File: config.mk
export PLATFORM = sky130hd
export DESIGN_NAME = fft4_bf_sequencer
export DESIGN_NICKNAME = d
export VERILOG_FILES = /design/src/rtl/fft4_pkg.sv /design/src/rtl/fft4_regfile.sv /design/src/rtl/fft4_bf_sequencer.sv
export SDC_FILE = /design/constraint.sdc
export NUM_CORES = 1
export LEC_CHECK = 0
export ABC_AREA = 1
export CAP_MARGIN = 20
export CORE_MARGIN = 2
export CORE_UTILIZATION = 55
export CTS_CLUSTER_DIAMETER = 80
export CTS_CLUSTER_SIZE = 40
export DETAILED_ROUTE_END_ITERATION = 6
export PLACE_DENSITY = 0.88
export SKIP_LAST_GASP = 1
export SLEW_MARGIN = 0
export SYNTH_ARGS = -nofsm -noshare
export SYNTH_HDL_FRONTEND = slang
export SYNTH_SLANG_ARGS = --single-unit
export TNS_END_PERCENT = 20
File: constraint.sdc
create_clock -name clk -period 9.05 [get_ports clk]
set_input_delay 2.2625 -clock clk [delete_from_list [all_inputs] [get_ports clk]]
set_output_delay 2.2625 -clock clk [all_outputs]
set_load 0.05 [all_outputs]
File: src/rtl/fft4_pkg.sv
// Shared types and constants for the 4-point FFT butterfly sequencer.
package fft4_pkg;

    // One complex sample: signed Q15 real part in the upper half, imaginary part in the lower half.
    typedef struct packed {
        logic signed [15:0] re;
        logic signed [15:0] im;
    } cplx_t;

    // Twiddle factors used by a 4-point DIT: 1+j0 and 0-j1 in Q15.
    localparam cplx_t W0 = {16'sd32767, 16'sd0};
    localparam cplx_t W1 = {16'sd0, -16'sd32767};

    // Sequencer phases: collect samples, four butterfly passes, stream results out.
    typedef enum logic [2:0] {
        LOAD,
        C0,
        C1,
        C2,
        C3,
        DRAIN
    } state_t;

endpackage

File: src/rtl/fft4_regfile.sv
// Four-entry sample store with two combinational read ports and two synchronous write ports.
module fft4_regfile #(
    parameter int WIDTH = 32
) (
    input  logic             i_clk,
    input  logic             i_rst,
    input  logic [1:0]       i_rdAddr0,
    input  logic [1:0]       i_rdAddr1,
    output logic [WIDTH-1:0] o_rdData0,
    output logic [WIDTH-1:0] o_rdData1,
    input  logic             i_wrEn0,
    input  logic [1:0]       i_wrAddr0,
    input  logic [WIDTH-1:0] i_wrData0,
    input  logic             i_wrEn1,
    input  logic [1:0]       i_wrAddr1,
    input  logic [WIDTH-1:0] i_wrData1
);

    logic [WIDTH-1:0] r_mem [4];

    // Clear on reset, otherwise apply both write ports; port 1 wins if both target one entry.
    always_ff @(posedge i_clk) begin
        if (i_rst) begin
            for (int i = 0; i < 4; i++) begin
                r_mem[i] <= '0;
            end
        end else begin
            if (i_wrEn0) begin
                r_mem[i_wrAddr0] <= i_wrData0;
            end
            if (i_wrEn1) begin
                r_mem[i_wrAddr1] <= i_wrData1;
            end
        end
    end

    assign o_rdData0 = r_mem[i_rdAddr0];
    assign o_rdData1 = r_mem[i_rdAddr1];

endmodule

File: src/rtl/fft4_bf_sequencer.sv
// Drives one shared external butterfly through a complete 4-point DIT FFT, frame by frame.
module fft4_bf_sequencer
    import fft4_pkg::*;
#(
    parameter int WIDTH = 32
) (
    input  logic             clk,
    input  logic             rst,
    input  logic             in_valid,
    output logic             in_ready,
    input  logic [WIDTH-1:0] in_data,
    output logic             out_valid,
    input  logic             out_ready,
    output logic [WIDTH-1:0] out_data,
    output logic             out_last,
    output logic             busy,
    output logic [WIDTH-1:0] bf_a,
    output logic [WIDTH-1:0] bf_b,
    output logic [WIDTH-1:0] bf_w,
    input  logic [WIDTH-1:0] bf_out0,
    input  logic [WIDTH-1:0] bf_out1
);

    state_t           r_state;
    logic [1:0]       r_loadCnt;
    logic [1:0]       r_drainCnt;
    logic             r_inReady;
    logic             r_outValid;
    logic             r_outLast;
    logic             r_busy;

    logic             w_hsIn;
    logic             w_hsOut;
    logic             w_opActive;
    logic [1:0]       w_addrA;
    logic [1:0]       w_addrB;
    logic [WIDTH-1:0] w_twiddle;
    logic [WIDTH-1:0] w_rdA;
    logic [WIDTH-1:0] w_rdB;
    logic             w_wrEn0;
    logic [1:0]       w_wrAddr0;
    logic [WIDTH-1:0] w_wrData0;

    assign w_hsIn  = in_valid & r_inReady;
    assign w_hsOut = r_outValid & out_ready;

    // Choose which register pair feeds the butterfly in each compute pass; in DRAIN the A port
    // reads results in bit-reversed register order so X0..X3 leave in natural order.
    always_comb begin
        w_addrA    = 2'd0;
        w_addrB    = 2'd2;
        w_twiddle  = W0;
        w_opActive = 1'b0;
        case (r_state)
            C0: begin
                w_addrA    = 2'd0;
                w_addrB    = 2'd2;
                w_opActive = 1'b1;
            end
            C1: begin
                w_addrA    = 2'd1;
                w_addrB    = 2'd3;
                w_opActive = 1'b1;
            end
            C2: begin
                w_addrA    = 2'd0;
                w_addrB    = 2'd1;
                w_opActive = 1'b1;
            end
            C3: begin
                w_addrA    = 2'd2;
                w_addrB    = 2'd3;
                w_twiddle  = W1;
                w_opActive = 1'b1;
            end
            DRAIN: begin
                w_addrA = {r_drainCnt[0], r_drainCnt[1]};
            end
            default: begin
            end
        endcase
    end

    // Write port 0 loads incoming samples in LOAD and takes the A+W*B result during compute.
    always_comb begin
        w_wrEn0   = 1'b0;
        w_wrAddr0 = w_addrA;
        w_wrData0 = bf_out0;
        if (r_state == LOAD) begin
            w_wrEn0   = w_hsIn;
            w_wrAddr0 = r_loadCnt;
            w_wrData0 = in_data;
        end else if (w_opActive) begin
            w_wrEn0 = 1'b1;
        end
    end

    fft4_regfile #(
        .WIDTH (WIDTH)
    ) u_regfile (
        .i_clk     (clk),
        .i_rst     (rst),
        .i_rdAddr0 (w_addrA),
        .i_rdAddr1 (w_addrB),
        .o_rdData0 (w_rdA),
        .o_rdData1 (w_rdB),
        .i_wrEn0   (w_wrEn0),
        .i_wrAddr0 (w_wrAddr0),
        .i_wrData0 (w_wrData0),
        .i_wrEn1   (w_opActive),
        .i_wrAddr1 (w_addrB),
        .i_wrData1 (bf_out1)
    );

    // Frame sequencing: count samples in, step through the four passes, count results out.
    always_ff @(posedge clk) begin
        if (rst) begin
            r_state    <= LOAD;
            r_loadCnt  <= 2'd0;
            r_drainCnt <= 2'd0;
            r_inReady  <= 1'b1;
            r_outValid <= 1'b0;
            r_outLast  <= 1'b0;
            r_busy     <= 1'b0;
        end else begin
            case (r_state)
                LOAD: begin
                    if (w_hsIn) begin
                        r_loadCnt <= r_loadCnt + 2'd1;
                        if (r_loadCnt == 2'd3) begin
                            r_state   <= C0;
                            r_inReady <= 1'b0;
                            r_busy    <= 1'b1;
                        end
                    end
                end
                C0: r_state <= C1;
                C1: r_state <= C2;
                C2: r_state <= C3;
                C3: begin
                    r_state    <= DRAIN;
                    r_drainCnt <= 2'd0;
                    r_outValid <= 1'b1;
                    r_outLast  <= 1'b0;
                end
                DRAIN: begin
                    if (w_hsOut) begin
                        r_drainCnt <= r_drainCnt + 2'd1;
                        r_outLast  <= (r_drainCnt == 2'd2);
                        if (r_drainCnt == 2'd3) begin
                            r_state    <= LOAD;
                            r_loadCnt  <= 2'd0;
                            r_outValid <= 1'b0;
                            r_outLast  <= 1'b0;
                            r_inReady  <= 1'b1;
                            r_busy     <= 1'b0;
                        end
                    end
                end
                default: r_state <= LOAD;
            endcase
        end
    end

    assign in_ready  = r_inReady;
    assign out_valid = r_outValid;
    assign out_last  = r_outLast;
    assign busy      = r_busy;
    assign out_data  = r_outValid ? w_rdA : '0;
    assign bf_a      = w_opActive ? w_rdA : '0;
    assign bf_b      = w_opActive ? w_rdB : '0;
    assign bf_w      = w_twiddle;

endmodule

==> impl_results.md, run 1 <==
- Met3 Usage GRT: 7.733%
- Final std cells w/o fill: between 1.5k and 2k
- Fin worst setup slack: between 2 and 2.5 ns
- CP Launch Type: flop
- Maxcap violations: 0
- Slew margin rel.: between 20% and 30%
- Reg clk slew, reported paths: 0.06 ns
- Most frequent cells in the layout: 297 x nand2_1, 215 x clkdlybuf4s50_1, 183 x nand3_1, 166 x nor2_1, 128 x edfxtp_1
- Ys async rst share: 0%
- Rows: 47
- Depth of the worst hold-timing path: 2
- Count of cell types in the netlist: 32
- Final Util: 71.45%
- Post-CTS Setup Bufs: 0
- Post-synthesis sequential area ratio: a little over two fifths
- Chip height: 134.5 um
- Setup tns final: 0 ns
- CTS Hold Bufs: 0
- Period utilisation layout: roughly three quarters
- Layout cells sized above 1: ~7.0%
- Initial Utilization: 56.30%
- Clock Latency Late Sink: between 0.4 and 0.5 ns
- Global placement routability congestion: about 0.9
- RSZ-0062 raised after global routing: false
- Most Used Layer, Global Route: met2
- Worst reg2reg endpoint: u_regfile.r_mem[1][14]
- Layout area overhead: 26.91%
- Initial antenna violation count: 0
- Outcome: finished, violations left
- GR Overflow Total: 0
- WS Path Type: reg2out
- Met1 usage: roughly two fifths
- CP Data Required Time: around 6.8 ns
- Min Tclk post-route: between 6 and 7 ns
- Synth Cell Area: roughly 9400 um^2
- Worst Path Max Fanout: between 60 and 70
- Hold path endpoint: busy
- Clk root buf: clkbuf_16
- Die extent in x: 134.5 um
- WL per Instance: 18.88 um
- Antenna fix cells: 0
- Max IR drop VDD: 0.2615 mV
- CP Capture Type: primary output
- DRC viols: 8
- Flop2flop setup slack: around 4.2 ns
- Synth Register Bits: approximately 140
- H-tree levels: 4
- Routed WL: around 30 mm
- CTS tree: yes
- Num CTS Buffers: 17
- Clk sinks: about 140
- Fmax: between 100 and 150 MHz
- Number of global-route vias before repair: 9357
- Reg2reg path depth: 5
- CTS max path bufs: 2
- Final setup fails: 0
- Via density: 6.041
- Die area: ~18000 um^2
- Clock Skew: between 0.007 and 0.008 ns
- Leak: ~5 nW
- Post-CTS sizing: 0
- Warnings from Yosys: 0
- Reg-to-Reg Start: r_state[0]
- EDFF count, synth: 128
- Most common cell after layout, fill and taps aside: nand2_1
- Met2 usage in global routing: 54.73%
- IO Port Bufs: 216
- Layout fillers: 1188
- Core Footprint: 16640 um^2
- Overall routing resource usage: between 30% and 40%
- P per Cell Area: between 300 and 400 nW/um^2
- First-pass DRT Iterations: 7
- Arr. time, crit path: around 4.7 ns
- DP HPWL: 18.18 mm
- Ys flop type: edfxtp_1
- Worst Max-Slew Pin Slew: around 1.2 ns
- Pre-CTS WS: roughly 2.8 ns
- 1st-iter DRT viols: around 1.6k
- Largest net degree at the start of global routing: 70
- Placed Cells: 1573
- Boundary pin count: between 200 and 250
- Final Hold Viols: 0
- Global-route wire length before repair: around 47 mm
- Total Power: 4.339 mW
- Final net count: approximately 1.5k
- Cell count after synthesis: about 1.2k
- Hold path startpoint: busy
- Failing checks: design-rule violations
- Hold Crit Class: reg2reg
- Antenna Violating Nets Remaining: 0
- Average cell area after synthesis: 7.580 um^2
- Final slew viol count: 0
- DR vias: between 9k and 10k
cells in the mapped netlist, types with 2 or more instances:
library cell	count	area share (%)
o21ai_0	62	3.3
o21ai_1	34	1.8
o21ai_2	2	0.19
inv_2	7	0.28
buf_4	43	3.4
inv_1	76	3.0
nor3_1	22	1.2
nand2b_1	21	1.4
nand3_1	186	9.9
edfxtp_1	128	41
nor2_1	166	6.7
nor2_2	3	0.20
buf_6	13	1.6
nand2_2	5	0.33
a21oi_1	9	0.48
a31oi_1	13	0.87
o21bai_1	23	1.8
nand2_4	3	0.36
nor2_4	5	0.60
buf_2	28	1.5
nand2_1	298	12
dfxtp_1	11	2.4
nand4_1	12	0.80
buf_1	3	0.12
nand3_2	3	0.32
clkbuf_1	34	1.4
ha_1	3	0.40
o21bai_2	19	2.3
power breakdown:
group | leakage (nW) | switching [mW] | internal [mW]
Combinational | 3.26 | 1.82 | 0.694
Sequential | 1.42 | 0.119 | 0.962
Clock | 0.303 | 0.280 | 0.461
Total | 4.99 | 2.22 | 2.12
metal layers:
metal	wire length, um	share of wire (%)	up-vias
li1	-	-	4350
met1	10150	33	4267
met2	14520	48	921
met3	4266	14	176
met4	1418	4.7	0
met5	0	0	-
worst max path at each step:
stage	startpoint	slack [ns]	cells after the start	endpoint
2_1_floorplan	r_state[2]	4.39	7	bf_b[10]
3_3_place_gp	r_state[1]	2.94	9	bf_b[18]
3_5_place_dp	r_state[1]	2.78	9	bf_b[14]
4_1_cts	r_state[1]	2.30	10	bf_b[25]
5_1_grt	r_state[1]	2.02	10	bf_b[25]
6_report	r_state[1]	2.11	10	bf_b[25]
cell type report:
type	count	area (um^2)	area share (%)
multi-input combinational	907	4323	36.36
sequential	139	4064	34.18
timing repair buffer	227	2292	19.28
clock buffer	17	425.4	3.578
inverter	83	311.5	2.620
tap	220	275.3	2.315
clock inverter	15	198.9	1.673
sequential cells by signal, summed over array words and instances (netlist names):
signal and cells:
in_ready 1, busy 1, r_state 3, out_last 1
r_drainCnt 2, out_valid 1, r_loadCnt 2, u_regfile.r_mem 128
critical path: stages, from the launching register on:
cell and delay, ns:
dfxtp_1 0.50, inv_2 0.12, nor2_4 0.50, nand2_4 0.64, nand2_2 0.85, inv_2 0.45
o21ai_0 0.22, nand2_1 0.08, nand2_1 0.11, inv_1 0.05, clkdlybuf4s50_1 0.70
stage by stage:
stage               hold slack [ns]  area (um^2)
finish                       0.4707        11890
floorplan                    0.4704         9422
CTS                          0.4746        11820
global placement             0.4610        11190
detailed placement           0.4683        11190
global route                 0.5135        11890
cell families after synthesis:
family	Yosys count	share of synthesized area, %
and+or+nand+nor	726	34.00
DFF	139	43.38
AOI/OAI and AO/OA	163	10.87
adders and majority gates	3	0.4007
buffers and inverters	204	11.31
other	1	0.04003
No activity file was read; power rests on OpenSTA's default activity.
==> run 2, diff against run 1 <==
--- a/config.mk
+++ b/config.mk
@@ -8,11 +8,11 @@
 export ABC_AREA = 1
 export CAP_MARGIN = 20
 export CORE_MARGIN = 2
-export CORE_UTILIZATION = 55
+export CORE_UTILIZATION = 51
 export CTS_CLUSTER_DIAMETER = 80
 export CTS_CLUSTER_SIZE = 40
 export DETAILED_ROUTE_END_ITERATION = 6
-export PLACE_DENSITY = 0.88
+export PLACE_DENSITY = 0.82
 export SKIP_LAST_GASP = 1
 export SLEW_MARGIN = 0
 export SYNTH_ARGS = -nofsm -noshare
==> constraint.sdc (replaced) <==
create_clock -name clk -period 6.4 [get_ports clk]
set_input_delay 1.6 -clock clk [delete_from_list [all_inputs] [get_ports clk]]
set_output_delay 1.6 -clock clk [all_outputs]
set_load 0.05 [all_outputs]
==> impl_results.md, run 2 (synthesis results as in run 1) <==
- Reg clk slew, reported paths: ~0.060 ns
- H-tree levels: 4
- Number of global-route vias before repair: between 9k and 10k
- Critical path buffers and inverters: 3
- Cell-internal power: slightly below 3 mW
- Clk sinks: about 140
- P per Cell Area: between 500 and 600 nW/um^2
- Most flops, register: u_regfile.r_mem
- Layout cells sized above 1: about 7.1%
- Overall routing resource usage: 30.87%
- Hold Slack: between 0.4 and 0.5 ns
- CTS tree: yes
- Layout fillers: 1532
- Worst reg2reg endpoint: u_regfile.r_mem[2][21]
- Worst setup path startpoint: r_state[1]
- Min Tclk post-route: 5.903 ns
- Most frequent cells in the layout: 297 x nand2_1, 212 x clkdlybuf4s50_1, 183 x nand3_1, 166 x nor2_1, 128 x edfxtp_1
- Core Footprint: about 18000 um^2
- Routed WL: between 30 and 40 mm
- WL per Instance: about 19 um
- Num CTS Buffers: 17
- Antenna fix cells: 0
- Reg2reg path depth: 8
- Final setup fails: 0
- Critical path endpoint: out_data[19]
- Die area: between 15000 and 20000 um^2
- Max IR drop VDD: 0.3115 mV
- RSZ-0062 raised after global routing: false
- CP Launch Type: flop
- CTS max path bufs: 2
- Reg-to-Reg Start: r_state[0]
- Most common cell after layout, fill and taps aside: nand2_1
- Design area: approximately 12000 um^2
- Comb pwr share: about three fifths
- Slew margin rel.: about 28%
- Switch Pwr: approximately 3 mW
- Worst Max-Slew Pin Slew: between 1 and 1.5 ns
- Clk root buf: clkbuf_16
- Placed inst area: roughly 11000 um^2
- Clk network pwr share: between 10% and 20%
- Final net count: around 1.5k
- Worst Path Max Fanout: 64
- Die extent in x: 139.5 um
- Crit path max-delay family: simple AND/OR/NAND/NOR gates
- Layout area overhead: 26.84%
- Clock Skew: between 0.009 and 0.01 ns
- Post-CTS Setup Bufs: 0
- DR vias: ~9.5k
- DP HPWL: between 15 and 20 mm
- Initial antenna violation count: 0
- Seq pwr share: approximately 25%
- WS Path Type: reg2out
- Post-CTS sizing: 0
- Final Hold Viols: 0
- Via density: slightly below 6
- Global-route wire length before repair: between 40 and 50 mm
- Rows: 49
- Largest net degree at the start of global routing: 67
- Fmax: approximately 170 MHz
- First-pass DRT Iterations: 6
- Chip height: approximately 140 um
- Flop2flop setup slack: between 1.5 and 2 ns
- Antenna Violating Nets Remaining: 0
- DRC viols: 0
- CTS Hold Bufs: 0
- Boundary pin count: approximately 230
- Initial Utilization: between 50% and 60%
- CP Data Required Time: roughly 4.8 ns
- Clock Latency Late Sink: between 0.4 and 0.5 ns
- Maxcap violations: 0
- IO Port Bufs: around 220
- Leak: approximately 5 nW
- Final slew viol count: 0
- Outcome: finished, final reports clean
- Top Registers: u_regfile.r_mem x128, r_state x3
- Max reg flops: between 100 and 150
- 1st-iter DRT viols: around 1.3k
- GR Overflow Total: 0
- Period utilisation layout: between 90% and 100%
- Crit-path max cell delay: 0.81 ns
- Hold Crit Class: reg2reg
- Sw Share: between 50% and 60%
- Cell Chain, Critical Path: inv_2, nor2_4, nand2_4, buf_4, nand2_4, nand2_1, nand3_1, nand2_1, nor2_1, clkdlybuf4s50_1
- Setup tns final: 0 ns
- Final Util: roughly two thirds
- CP Capture Type: primary output
- CP Depth: 10
- Cell type of the slowest stage on the worst timing path: clkdlybuf4s50_1
- Arr. time, crit path: around 4.3 ns
- Global placement routability congestion: around 0.86
## run 2: through the flow
stage | setup slack (ns) | cells | power [mW]
after global routing | 0.3652 | 1623 | 6.318
final | 0.4973 | 1623 | 6.025
after global placement | 1.154 | 1587 | 4.930
after CTS | 0.5900 | 1620 | 5.946
after floorplan | 2.400 | 1250 | 3.992
after detailed placement | 1.075 | 1588 | 5.019
## run 2: power groups by stage
stage	logic [mW]	registers (mW)	clock network, mW
floorplan	2.49	1.50	0
global placement	3.41	1.52	0
detailed placement	3.48	1.53	0
CTS	3.50	1.52	0.927
global route	3.80	1.55	0.965
finish	3.57	1.52	0.932
## run 2: worst min-delay path, cell delays in order, from the launching register on
cell,delay (ns)
dfxtp_1,0.31
nand2_1,0.06
a21oi_1,0.06
## run 2: worst min path at each step
stage	slack, ns	startpoint	depth (start not counted)	end
after CTS	0.48	busy	2	busy
after floorplan	0.47	r_loadCnt[1]	2	r_loadCnt[1]
final	0.48	busy	2	busy
after detailed placement	0.47	busy	2	busy
after global placement	0.47	busy	2	busy
after global routing	0.51	busy	2	busy
## run 2: final cells by class
cell class	instances	area, um^2	share of cell area (%)
multi-input combinational	907	4323	36.38
sequential	139	4064	34.20
timing repair buffer	233	2355	19.81
clock buffer	22	444.2	3.738
inverter	83	311.5	2.622
tap	229	286.5	2.411
clock inverter	10	100.1	0.8423
## run 2: metal layers
metal | track usage, % | vias to the layer above | share of wire [%] | wire [um]
met5 | 0 | - | 0 | 0
met4 | 14.00 | 0 | 3.7 | 1120
met3 | 5.368 | 104 | 11 | 3469
met2 | 52.19 | 722 | 48 | 14520
met1 | 38.89 | 4351 | 37 | 11120
li1 | - | 4356 | - | -
==> run 3, diff against run 2 <==
--- a/config.mk
+++ b/config.mk
@@ -12,6 +12,7 @@
 export CTS_CLUSTER_DIAMETER = 80
 export CTS_CLUSTER_SIZE = 40
 export DETAILED_ROUTE_END_ITERATION = 6
+export HOLD_SLACK_MARGIN = 0.1
 export PLACE_DENSITY = 0.82
 export SKIP_LAST_GASP = 1
 export SLEW_MARGIN = 0
==> results of run 3 <==
Final layout, timing and power as in run 2 (identical DEF).
